--- config.mk ---
export PLATFORM = sky130hd
export DESIGN_NAME = tournament_branch_predictor_flat
export DESIGN_NICKNAME = d
export VERILOG_FILES = /design/src/rtl/tournament_branch_predictor_if.sv /design/src/rtl/tournament_branch_predictor.sv /design/src/flat_wrapper.sv
export SDC_FILE = /design/constraint.sdc
export NUM_CORES = 1
export LEC_CHECK = 0
export BUFFER_PORTS_ARGS = -buffer_cell sky130_fd_sc_hd__buf_2
export CORE_ASPECT_RATIO = 0.5
export CORE_MARGIN = 2
export CORE_UTILIZATION = 40
export DETAILED_ROUTE_END_ITERATION = 7
export PLACE_DENSITY = 0.64
export SYNTH_ARGS = -nofsm -noshare
export SYNTH_HDL_FRONTEND = slang
export SYNTH_SLANG_ARGS = --single-unit
--- constraint.sdc ---
create_clock -name clk -period 9.4 [get_ports clk]
set_input_delay 1.88 -clock clk [delete_from_list [all_inputs] [get_ports clk]]
set_output_delay 1.88 -clock clk [all_outputs]
set_load 0.1 [all_outputs]
--- src/rtl/tournament_branch_predictor_if.sv ---
// Fetch/resolve bus of the tournament branch predictor: query, snapshots, training.
// Latency: prediction signals are combinational; training signals are consumed at the clock edge.
// Backpressure: none; the fetch side qualifies predictions and training is accepted every cycle.
//
// Signals:
//   pipeline_en, pred_pc, pred_is_br         fetch-side query (master -> slave)
//   pred_taken, pred_local, pred_global,     prediction and snapshots (slave -> master)
//   pred_ghr
//   upd_valid, upd_pc, upd_taken,            resolved-branch training (master -> slave)
//   upd_mispredict, upd_local, upd_global,
//   upd_ghr
interface tournament_branch_predictor_if #(
    parameter int GHR_BITS = 6
);
    logic                pipeline_en;
    logic [31:0]         pred_pc;
    logic                pred_is_br;
    logic                pred_taken;
    logic                pred_local;
    logic                pred_global;
    logic [GHR_BITS-1:0] pred_ghr;

    logic                upd_valid;
    logic [31:0]         upd_pc;
    logic                upd_taken;
    logic                upd_mispredict;
    logic                upd_local;
    logic                upd_global;
    logic [GHR_BITS-1:0] upd_ghr;

    modport master (
        output pipeline_en, pred_pc, pred_is_br,
        output upd_valid, upd_pc, upd_taken, upd_mispredict, upd_local, upd_global, upd_ghr,
        input  pred_taken, pred_local, pred_global, pred_ghr
    );

    modport slave (
        input  pipeline_en, pred_pc, pred_is_br,
        input  upd_valid, upd_pc, upd_taken, upd_mispredict, upd_local, upd_global, upd_ghr,
        output pred_taken, pred_local, pred_global, pred_ghr
    );
endinterface

--- src/rtl/tournament_branch_predictor.sv ---
// Tournament direction predictor: two-level local + gshare global + per-PC chooser.
// Latency: zero-cycle combinational prediction; training and GHR updates take effect next cycle.
// Backpressure: none; one training update accepted per cycle regardless of pipeline_en.
//
// Ports:
//   clk, rst_n        clock, asynchronous active-low reset
//   bp (slave)        query/snapshot/training bus, see tournament_branch_predictor_if
//   stat_branches     (TOURNAMENT_PRED_STATS_EN only) saturating count of training updates
//   stat_mispredicts  (TOURNAMENT_PRED_STATS_EN only) saturating count of mispredict updates
// Optional feature macro: TOURNAMENT_PRED_STATS_EN
module tournament_branch_predictor #(
    parameter int LHT_IDX_BITS     = 5,
    parameter int LOCAL_HIST_BITS  = 4,
    parameter int GHR_BITS         = 6,
    parameter int CTR_BITS         = 2,
    parameter int CHOOSER_IDX_BITS = 5
) (
    input  logic clk,
    input  logic rst_n,
    tournament_branch_predictor_if.slave bp
`ifdef TOURNAMENT_PRED_STATS_EN
    ,
    output logic [31:0] stat_branches,
    output logic [31:0] stat_mispredicts
`endif
);

    localparam int LHT_N = 1 << LHT_IDX_BITS;
    localparam int LCT_N = 1 << LOCAL_HIST_BITS;
    localparam int GCT_N = 1 << GHR_BITS;
    localparam int CH_N  = 1 << CHOOSER_IDX_BITS;
    localparam int IDX_A = (LHT_IDX_BITS > GHR_BITS) ? LHT_IDX_BITS : GHR_BITS;
    localparam int IDX_MAX = (IDX_A > CHOOSER_IDX_BITS) ? IDX_A : CHOOSER_IDX_BITS;

    typedef logic [CTR_BITS-1:0] ctr_t;

    localparam ctr_t CTR_MAX  = '1;
    localparam ctr_t CTR_ONE  = ctr_t'(1);
    // Weakly not-taken / weakly local: MSB clear, all lower bits set.
    localparam ctr_t CTR_INIT = ctr_t'((1 << (CTR_BITS - 1)) - 1);

    logic [LOCAL_HIST_BITS-1:0] r_lht [LHT_N];
    ctr_t                       r_lct [LCT_N];
    ctr_t                       r_gct [GCT_N];
    ctr_t                       r_ch  [CH_N];
    logic [GHR_BITS-1:0]        r_ghr;

    logic [LHT_IDX_BITS-1:0]     w_pred_lht_idx;
    logic [LHT_IDX_BITS-1:0]     w_upd_lht_idx;
    logic [LOCAL_HIST_BITS-1:0]  w_pred_hist;
    logic [LOCAL_HIST_BITS-1:0]  w_upd_hist;
    logic [GHR_BITS-1:0]         w_pred_gidx;
    logic [GHR_BITS-1:0]         w_upd_gidx;
    logic [CHOOSER_IDX_BITS-1:0] w_pred_ch_idx;
    logic [CHOOSER_IDX_BITS-1:0] w_upd_ch_idx;
    logic                        w_pred_local;
    logic                        w_pred_global;
    logic                        w_pred_taken;
    logic                        w_recover;
    logic                        w_spec_shift;
    logic                        w_unused_pc;

    function automatic ctr_t ctr_move(input ctr_t c, input logic up);
        if (up) begin
            return (c == CTR_MAX) ? c : c + CTR_ONE;
        end
        return (c == '0) ? c : c - CTR_ONE;
    endfunction

    // ---------------- prediction (combinational, pre-update state) ----------------
    assign w_pred_lht_idx = bp.pred_pc[LHT_IDX_BITS+1:2];
    assign w_pred_hist    = r_lht[w_pred_lht_idx];
    assign w_pred_gidx    = bp.pred_pc[GHR_BITS+1:2] ^ r_ghr;
    assign w_pred_ch_idx  = bp.pred_pc[CHOOSER_IDX_BITS+1:2];

    assign w_pred_local  = r_lct[w_pred_hist][CTR_BITS-1];
    assign w_pred_global = r_gct[w_pred_gidx][CTR_BITS-1];
    assign w_pred_taken  = r_ch[w_pred_ch_idx][CTR_BITS-1] ? w_pred_global : w_pred_local;

    assign bp.pred_local  = w_pred_local;
    assign bp.pred_global = w_pred_global;
    assign bp.pred_taken  = w_pred_taken;
    assign bp.pred_ghr    = r_ghr;

    // ---------------- training indices ----------------
    assign w_upd_lht_idx = bp.upd_pc[LHT_IDX_BITS+1:2];
    assign w_upd_hist    = r_lht[w_upd_lht_idx];
    assign w_upd_gidx    = bp.upd_pc[GHR_BITS+1:2] ^ bp.upd_ghr;
    assign w_upd_ch_idx  = bp.upd_pc[CHOOSER_IDX_BITS+1:2];

    assign w_recover    = bp.upd_valid & bp.upd_mispredict;
    assign w_spec_shift = bp.pipeline_en & bp.pred_is_br;

    assign w_unused_pc = ^{bp.pred_pc[31:IDX_MAX+2], bp.pred_pc[1:0],
                           bp.upd_pc[31:IDX_MAX+2], bp.upd_pc[1:0]};

    // Recovery rebuilds history from the snapshot that went with the mispredicted
    // branch, so it overrides any speculative shift from the same cycle.
    always_ff @(posedge clk or negedge rst_n) begin
        if (!rst_n) begin
            r_ghr <= '0;
        end else if (w_recover) begin
            r_ghr <= {bp.upd_ghr[GHR_BITS-2:0], bp.upd_taken};
        end else if (w_spec_shift) begin
            r_ghr <= {r_ghr[GHR_BITS-2:0], w_pred_taken};
        end
    end

    // Local counter is indexed by the history as it stood before this outcome.
    always_ff @(posedge clk or negedge rst_n) begin
        if (!rst_n) begin
            for (int i = 0; i < LHT_N; i++) r_lht[i] <= '0;
        end else if (bp.upd_valid) begin
            r_lht[w_upd_lht_idx] <= {w_upd_hist[LOCAL_HIST_BITS-2:0], bp.upd_taken};
        end
    end

    always_ff @(posedge clk or negedge rst_n) begin
        if (!rst_n) begin
            for (int i = 0; i < LCT_N; i++) r_lct[i] <= CTR_INIT;
        end else if (bp.upd_valid) begin
            r_lct[w_upd_hist] <= ctr_move(r_lct[w_upd_hist], bp.upd_taken);
        end
    end

    always_ff @(posedge clk or negedge rst_n) begin
        if (!rst_n) begin
            for (int i = 0; i < GCT_N; i++) r_gct[i] <= CTR_INIT;
        end else if (bp.upd_valid) begin
            r_gct[w_upd_gidx] <= ctr_move(r_gct[w_upd_gidx], bp.upd_taken);
        end
    end

    // Chooser only learns when the components disagreed; toward global if global was right.
    always_ff @(posedge clk or negedge rst_n) begin
        if (!rst_n) begin
            for (int i = 0; i < CH_N; i++) r_ch[i] <= CTR_INIT;
        end else if (bp.upd_valid && (bp.upd_local != bp.upd_global)) begin
            r_ch[w_upd_ch_idx] <= ctr_move(r_ch[w_upd_ch_idx], bp.upd_global == bp.upd_taken);
        end
    end

`ifdef TOURNAMENT_PRED_STATS_EN
    always_ff @(posedge clk or negedge rst_n) begin
        if (!rst_n) begin
            stat_branches    <= '0;
            stat_mispredicts <= '0;
        end else begin
            if (bp.upd_valid && (stat_branches != 32'hFFFF_FFFF)) begin
                stat_branches <= stat_branches + 32'd1;
            end
            if (w_recover && (stat_mispredicts != 32'hFFFF_FFFF)) begin
                stat_mispredicts <= stat_mispredicts + 32'd1;
            end
        end
    end
`endif

endmodule

--- src/flat_wrapper.sv ---
// flat-port wrapper written by rule: the top's interface ports become plain ports
module tournament_branch_predictor_flat 
#(
    parameter int LHT_IDX_BITS     = 5,
    parameter int LOCAL_HIST_BITS  = 4,
    parameter int GHR_BITS         = 6,
    parameter int CTR_BITS         = 2,
    parameter int CHOOSER_IDX_BITS = 5
)
  (clk, rst_n, bp_pipeline_en, bp_pred_pc, bp_pred_is_br, bp_upd_valid, bp_upd_pc, bp_upd_taken, bp_upd_mispredict, bp_upd_local, bp_upd_global, bp_upd_ghr, bp_pred_taken, bp_pred_local, bp_pred_global, bp_pred_ghr);
  tournament_branch_predictor_if #(.GHR_BITS(GHR_BITS)) bp_i ();
  input  logic clk;
  input  logic rst_n;
  input wire logic [$bits(bp_i.pipeline_en)-1:0] bp_pipeline_en;
  input wire logic [$bits(bp_i.pred_pc)-1:0] bp_pred_pc;
  input wire logic [$bits(bp_i.pred_is_br)-1:0] bp_pred_is_br;
  input wire logic [$bits(bp_i.upd_valid)-1:0] bp_upd_valid;
  input wire logic [$bits(bp_i.upd_pc)-1:0] bp_upd_pc;
  input wire logic [$bits(bp_i.upd_taken)-1:0] bp_upd_taken;
  input wire logic [$bits(bp_i.upd_mispredict)-1:0] bp_upd_mispredict;
  input wire logic [$bits(bp_i.upd_local)-1:0] bp_upd_local;
  input wire logic [$bits(bp_i.upd_global)-1:0] bp_upd_global;
  input wire logic [$bits(bp_i.upd_ghr)-1:0] bp_upd_ghr;
  output wire logic [$bits(bp_i.pred_taken)-1:0] bp_pred_taken;
  output wire logic [$bits(bp_i.pred_local)-1:0] bp_pred_local;
  output wire logic [$bits(bp_i.pred_global)-1:0] bp_pred_global;
  output wire logic [$bits(bp_i.pred_ghr)-1:0] bp_pred_ghr;
  assign bp_i.pipeline_en = bp_pipeline_en;
  assign bp_i.pred_pc = bp_pred_pc;
  assign bp_i.pred_is_br = bp_pred_is_br;
  assign bp_i.upd_valid = bp_upd_valid;
  assign bp_i.upd_pc = bp_upd_pc;
  assign bp_i.upd_taken = bp_upd_taken;
  assign bp_i.upd_mispredict = bp_upd_mispredict;
  assign bp_i.upd_local = bp_upd_local;
  assign bp_i.upd_global = bp_upd_global;
  assign bp_i.upd_ghr = bp_upd_ghr;
  assign bp_pred_taken = bp_i.pred_taken;
  assign bp_pred_local = bp_i.pred_local;
  assign bp_pred_global = bp_i.pred_global;
  assign bp_pred_ghr = bp_i.pred_ghr;
  tournament_branch_predictor #(.LHT_IDX_BITS(LHT_IDX_BITS), .LOCAL_HIST_BITS(LOCAL_HIST_BITS), .GHR_BITS(GHR_BITS), .CTR_BITS(CTR_BITS), .CHOOSER_IDX_BITS(CHOOSER_IDX_BITS)) u_core (.clk(clk), .rst_n(rst_n), .bp(bp_i));
endmodule
# After elaboration in Yosys (flattened, before gate mapping)
# Cells that the tools add are included.
[op_classes]
addsub = 6
n_lt_le_gt_ge = 9
n_eq_ne = 5
n_mux = 58
n_bitwise = 10
reduce_logical = 8
[ops]
columns = ["operator", "n"]
rows = [
  ["bitwise mux 128 bit", 2],
  ["bitwise mux 64 bit", 1],
  ["2-to-1 mux 2 bit", 30],
  ["binary-select mux 4 bit (select 5 bit)", 2],
  ["bitwise mux 32 bit", 1],
  ["binary-select mux 2 bit (select 6 bit)", 2],
  ["binary-select mux 2 bit (select 5 bit)", 2],
  ["demux 4 bit (select 5 bit)", 1],
  ["2-to-1 mux 4 bit", 5],
  ["binary-select mux 2 bit (select 4 bit)", 2],
  ["greater-or-equal comparator 7 bit, second input constant", 2],
  ["inverter 6 -> 7 bit", 2],
  ["demux 2 bit (select 6 bit)", 1],
  ["greater-or-equal comparator 6 bit, second input constant", 2],
  ["2-to-1 mux 6 bit", 2],
  ["inverter 5 -> 6 bit", 2],
  ["XOR 6 bit", 2],
  ["demux 2 bit (select 5 bit)", 1],
  ["greater-or-equal comparator 5 bit, second input constant", 2],
  ["inverter 4 -> 5 bit", 2],
  ["demux 2 bit (select 4 bit)", 1],
  ["less-than comparator 7 x 1 -> 1 bit, second input constant", 1],
  ["adder 2 x 1 -> 2 bit, second input constant", 3],
  ["equality test 2 bit, second input constant", 3],
  ["10 further kinds", 22],
]
[totals]
register_bits = 358
inputBits = 79
output_inout_bits = 9
elab_cells = 241

# Depth between registers and ports, before layout
[logic_depth]
word_depth = 14
ltp_mapped = 14
ltp_nobuf = 10

# Least setup slack after synthesis
# OpenSTA, ideal clock, no wires.
[synth_timing]
path_type = "in2out"
start = "in bp_pred_pc[2]"
end = "out bp_pred_taken"
arrival_ns = 6.182
required_ns = 7.520
slack_ns = 1.338
path_stages = 10
path_buffers = 2
path_cell_list = "buf_2 -> xnor2_1 -> buf_4 -> mux4_2 -> mux4_2 -> mux2_2 -> nor2_1 -> a21oi_1 -> nor2b_1 -> nand2b_1"
[synth_via]
word_cells_on_any_way = 17
cone_classes = "mux (13); bitwise (4)"
[synth_rtl]
columns = ["element", "line", "source"]
rows = [
  ["from (decl)", "flat_wrapper.sv:15", "input wire logic [$bits(bp_i.pred_pc)-1:0] bp_pred_pc;"],
  ["XOR 6 bit", "tournament_branch_predictor.sv:73", "assign w_pred_gidx = bp.pred_pc[GHR_BITS+1:2] ^ r_ghr;"],
  ["inverter 6 -> 7 bit (implied by the code)", "tournament_branch_predictor.sv:77", "assign w_pred_global = r_gct[w_pred_gidx][CTR_BITS-1];"],
  ["binary-select mux 2 bit (select 6 bit)", "tournament_branch_predictor.sv:77", ""],
  ["2-to-1 mux 2 bit (implied by the code) (2 in series)", "tournament_branch_predictor.sv:77", ""],
  ["via bp_pred_global", "flat_wrapper.sv:26", "output wire logic [$bits(bp_i.pred_global)-1:0] bp_pred_global;"],
  ["2-to-1 mux 1 bit", "tournament_branch_predictor.sv:78", "assign w_pred_taken = r_ch[w_pred_ch_idx][CTR_BITS-1] ? w_pred_global : w_pred_local;"],
  ["to (decl)", "flat_wrapper.sv:24", "output wire logic [$bits(bp_i.pred_taken)-1:0] bp_pred_taken;"],
]
# The timed path passes the listed nets, and every way through them passes these cells. The select of a mux whose other input is x is not followed.

# Worst setup path after layout
[layout_timing]
start = "in bp_pred_pc[3]"
end = "out bp_pred_taken"
[layout_via]
elab_chain_cells = 9
word_cells_on_any_way = 17
cone_classes = "mux (13); bitwise (4)"
[layout_lines]
columns = ["element", "line", "source"]
rows = [
  ["inverter 5 -> 6 bit (implied by the code)", "tournament_branch_predictor.sv:72, tournament_branch_predictor.sv:78", ""],
  ["binary-select mux 4 bit (select 5 bit)", "tournament_branch_predictor.sv:72", "assign w_pred_hist = r_lht[w_pred_lht_idx];"],
  ["2-to-1 mux 4 bit (implied by the code) (2 in series)", "tournament_branch_predictor.sv:72", ""],
  ["inverter 4 -> 5 bit (implied by the code)", "tournament_branch_predictor.sv:76", "assign w_pred_local = r_lct[w_pred_hist][CTR_BITS-1];"],
  ["binary-select mux 2 bit (select 4 bit)", "tournament_branch_predictor.sv:76", ""],
  ["2-to-1 mux 2 bit (implied by the code) (2 in series)", "tournament_branch_predictor.sv:76", ""],
  ["2-to-1 mux 1 bit *", "tournament_branch_predictor.sv:78", ""],
]
# Every way passes the cells marked *; elsewhere a longest branch is shown, timed or not. The select of a mux whose other input is x is not followed.

==> impl_metrics.tcl <==
set metrics [dict create \
    outcome "finished, final reports clean" \
    switchingPower_mw 1.67 \
    synth_area_leaders "dfrtp_1 (31%), dfstp_2 (15%), mux2_2 (13%)" \
    dr.max_layer_used "met5" \
    grt_max_degree 109 \
    syn_avg_cell_area_um2 11.4 \
    switching_share_pct 32.5 \
    cts.sinks 358 \
    power_density_mw_per_mm2 236 \
    cts_resized 0 \
    cts_buffer_depth 3 \
    crit_path_cell_trace "buf_2, buf_4, xor2_2, mux4_2, mux4_2, mux2_2, nor2_1, a21oi_1, nor2b_1, nand2b_1, buf_2" \
    drc_errors 0 \
    fin_ws_ps 1770 \
    antenna_left 0 \
    finalSetupTns_ps 0 \
    mostFrequentLayoutCell "dfrtp_1" \
    vias_per_cell 5.98 \
    leakage_nw 8.90 \
    place_ws_ps 1830 \
    cts_tree "yes" \
    post-route-min-period_ps 7630 \
    hold_class "reg -> reg" \
    rsz0062_at_grt "no" \
    synth_edf_count 0 \
    ir_drop_mv 0.162 \
    dieArea_mm2 0.0514 \
    synthArstFlopShare_pct 100 \
    gp_congestion 0.928 \
    cp.required_ps 7520 \
    grt_pass1_vias 14270 \
    numCtsBuffers 37 \
    syn_nets 1809 \
    met2_length_um 24300 \
    nets 1807 \
    fmax_mhz 131 \
    cp-start-kind "input pin" \
    maxSlewViolCount 0 \
    crit_fanout 27 \
    wl_um 53700 \
    finalPower_mw 5.14 \
    antenna_found_initial 2 \
    finalHoldViolations 0 \
    critPathSlowestCell "xor2_2" \
    coreArea_mm2 0.0487 \
    io_pins 88 \
    seq_area_frac_synth_pct 45.9 \
    max-cap-violations 0 \
    maxSlewHeadroom_pct 21.1 \
    yosysUniqueCellTypes 60 \
    seq_power_share_pct 43.6 \
    finalCritPeriodShare_pct 81.1 \
    hold_buffers 0 \
    portBuffers 35 \
    grt_usage_pct 20.9 \
    htreeDepth 2 \
    m1WireLength_um 23500 \
    ys_ff_latch 358 \
    syn_area_mm2 0.0198 \
    grt_pass1_wl_um 84700 \
    synthCells 1730 \
    synth_top_area_share_pct 31.1 \
    p_int_mw 3.47 \
    synth_ff_type "dfrtp_1" \
    grt_overflow_total 0 \
    path_class "in -> out" \
    cts_root_buf "clkbuf_16" \
    clock_skew_ps 38.6 \
    post_cts_buffers 0 \
    first_pass_iters 5 \
    ys_warn_count 0 \
    finalSetupViolations 0 \
    clk_pin_slew_ps 60 \
    p_comb_share_pct 26.9 \
    fill_cells 4467 \
    met3_length_um 3910 \
    max_slew.worst_pin.slew_ps 1180 \
    mostFrequentLayoutCells "dfrtp_1 (246), mux2_2 (235), nor2_1 (215), nand2_1 (136), a21oi_1 (119)" \
    power.share.clock_pct 29.5 \
    synth.largest_area_cell "dfrtp_1" \
    routedWlPerCell_um 22.3 \
    hold_slack_ps 499 \
    drt_iter0_drc 1276 \
    num_rows 57 \
    whs_path_depth 2 \
    die_w_um 319 \
    start_util_pct 40.7 \
    arrival_ps 5750 \
    drive_above_1_share_pct 34.0 \
    worst_setup_path_end_kind "output pin" \
    dp_hpwl_um 35700 \
    die_h_um 161 \
    area_delta_synth_final_pct 9.96 \
    cp_slowest_stage_delay_ps 810 \
    insertion_delay_ps 550 \
    vias 14389 \
    rr_worst_depth 10 \
]
[final cells by class]
class,instances,area (um^2),area share [%]
Multi-Input combinational cell,1258,10200,46.8
Sequential cell,358,9100,41.8
Clock buffer,56,1120,5.14
Tap cell,649,812,3.73
Timing Repair Buffer,65,415,1.91
Clock inverter,10,116,0.534
Inverter,8,30.0,0.138
Antenna cell,1,2.50,0.0115
[flip-flops by register name, indices dropped and copies added (netlist names)]
signal and count:
u_core.r_gct 128, u_core.r_lht 128, u_core.r_ch 64, u_core.r_lct 32, u_core.bp.pred_ghr 6
[routing by layer]
layer,GRT usage [%],up-vias
met5,0,-
met3,4.11,135
met1,29.2,7307
met4,7.52,2
met2,32.7,545
li1,-,6400
[through the flow]
step / area [um^2] / util [%] / cells
6_report: 21800 / 44.7 / 2405
3_5_place_dp: 20500 / 42.2 / 2338
2_1_floorplan: 19800 / - / 1730
5_1_grt: 21800 / 44.7 / 2405
3_3_place_gp: 20500 / 42.2 / 2338
4_1_cts: 21800 / 44.7 / 2404
[Yosys cell counts (all sizes together), types with 12 or more instances]
library cell	number
a211oi	14
a21oi	119
o22ai	16
or2	14
nor2	215
nor3	42
mux4	93
nand3	30
a22oi	35
nor2b	13
nand2	136
o21ai	64
dfstp	112
dfrtp	246
a221oi	15
mux2i	96
buf	63
clkbuf	43
mux2	236
nor3b	12
[final timing paths]
kind	slack (ps)	startpoint	end
min in group asynchronous	1380	rst_n	u_core.r_gct[35]
max in group asynchronous	6580	rst_n	u_core.r_lht[16]
max reg2reg	5710	u_core.bp.pred_ghr[0]	u_core.bp.pred_ghr[0]
min reg2reg	500	u_core.r_gct[81]	u_core.r_gct[81]
min	500	u_core.r_gct[81]	u_core.r_gct[81]
max	1770	bp_pred_pc[3]	bp_pred_taken
[kinds of logic after synthesis]
kind of cell    Yosys count  synth area share [%]
fa+ha+maj                 4                 0.240
simple gates            506                  11.4
buf+inv                 114                  2.90
compound gates          304                  9.49
mux                     425                  29.0
flops                   358                  45.9
xor+xnor                 19                 0.992
[critical path: cells and delay by family]
| family | cells | cell delay [ps] |
|---|---|---|
| multiplexers | 3 | 1290 |
| buffers and inverters | 3 | 1230 |
| XOR/XNOR | 1 | 810 |
| AND/OR/NAND/NOR | 3 | 450 |
| AO/OA/AOI/OAI | 1 | 70 |
[power groups by stage]
stage	clock network (mW)	logic [mW]	registers (mW)
after floorplan	0	1.04	2.19
after global placement	0	1.34	2.24
after detailed placement	0	1.37	2.25
after CTS	1.54	1.38	2.23
after global routing	1.61	1.50	2.28
final	1.52	1.38	2.24
Power figures use the tool's default switching activity.
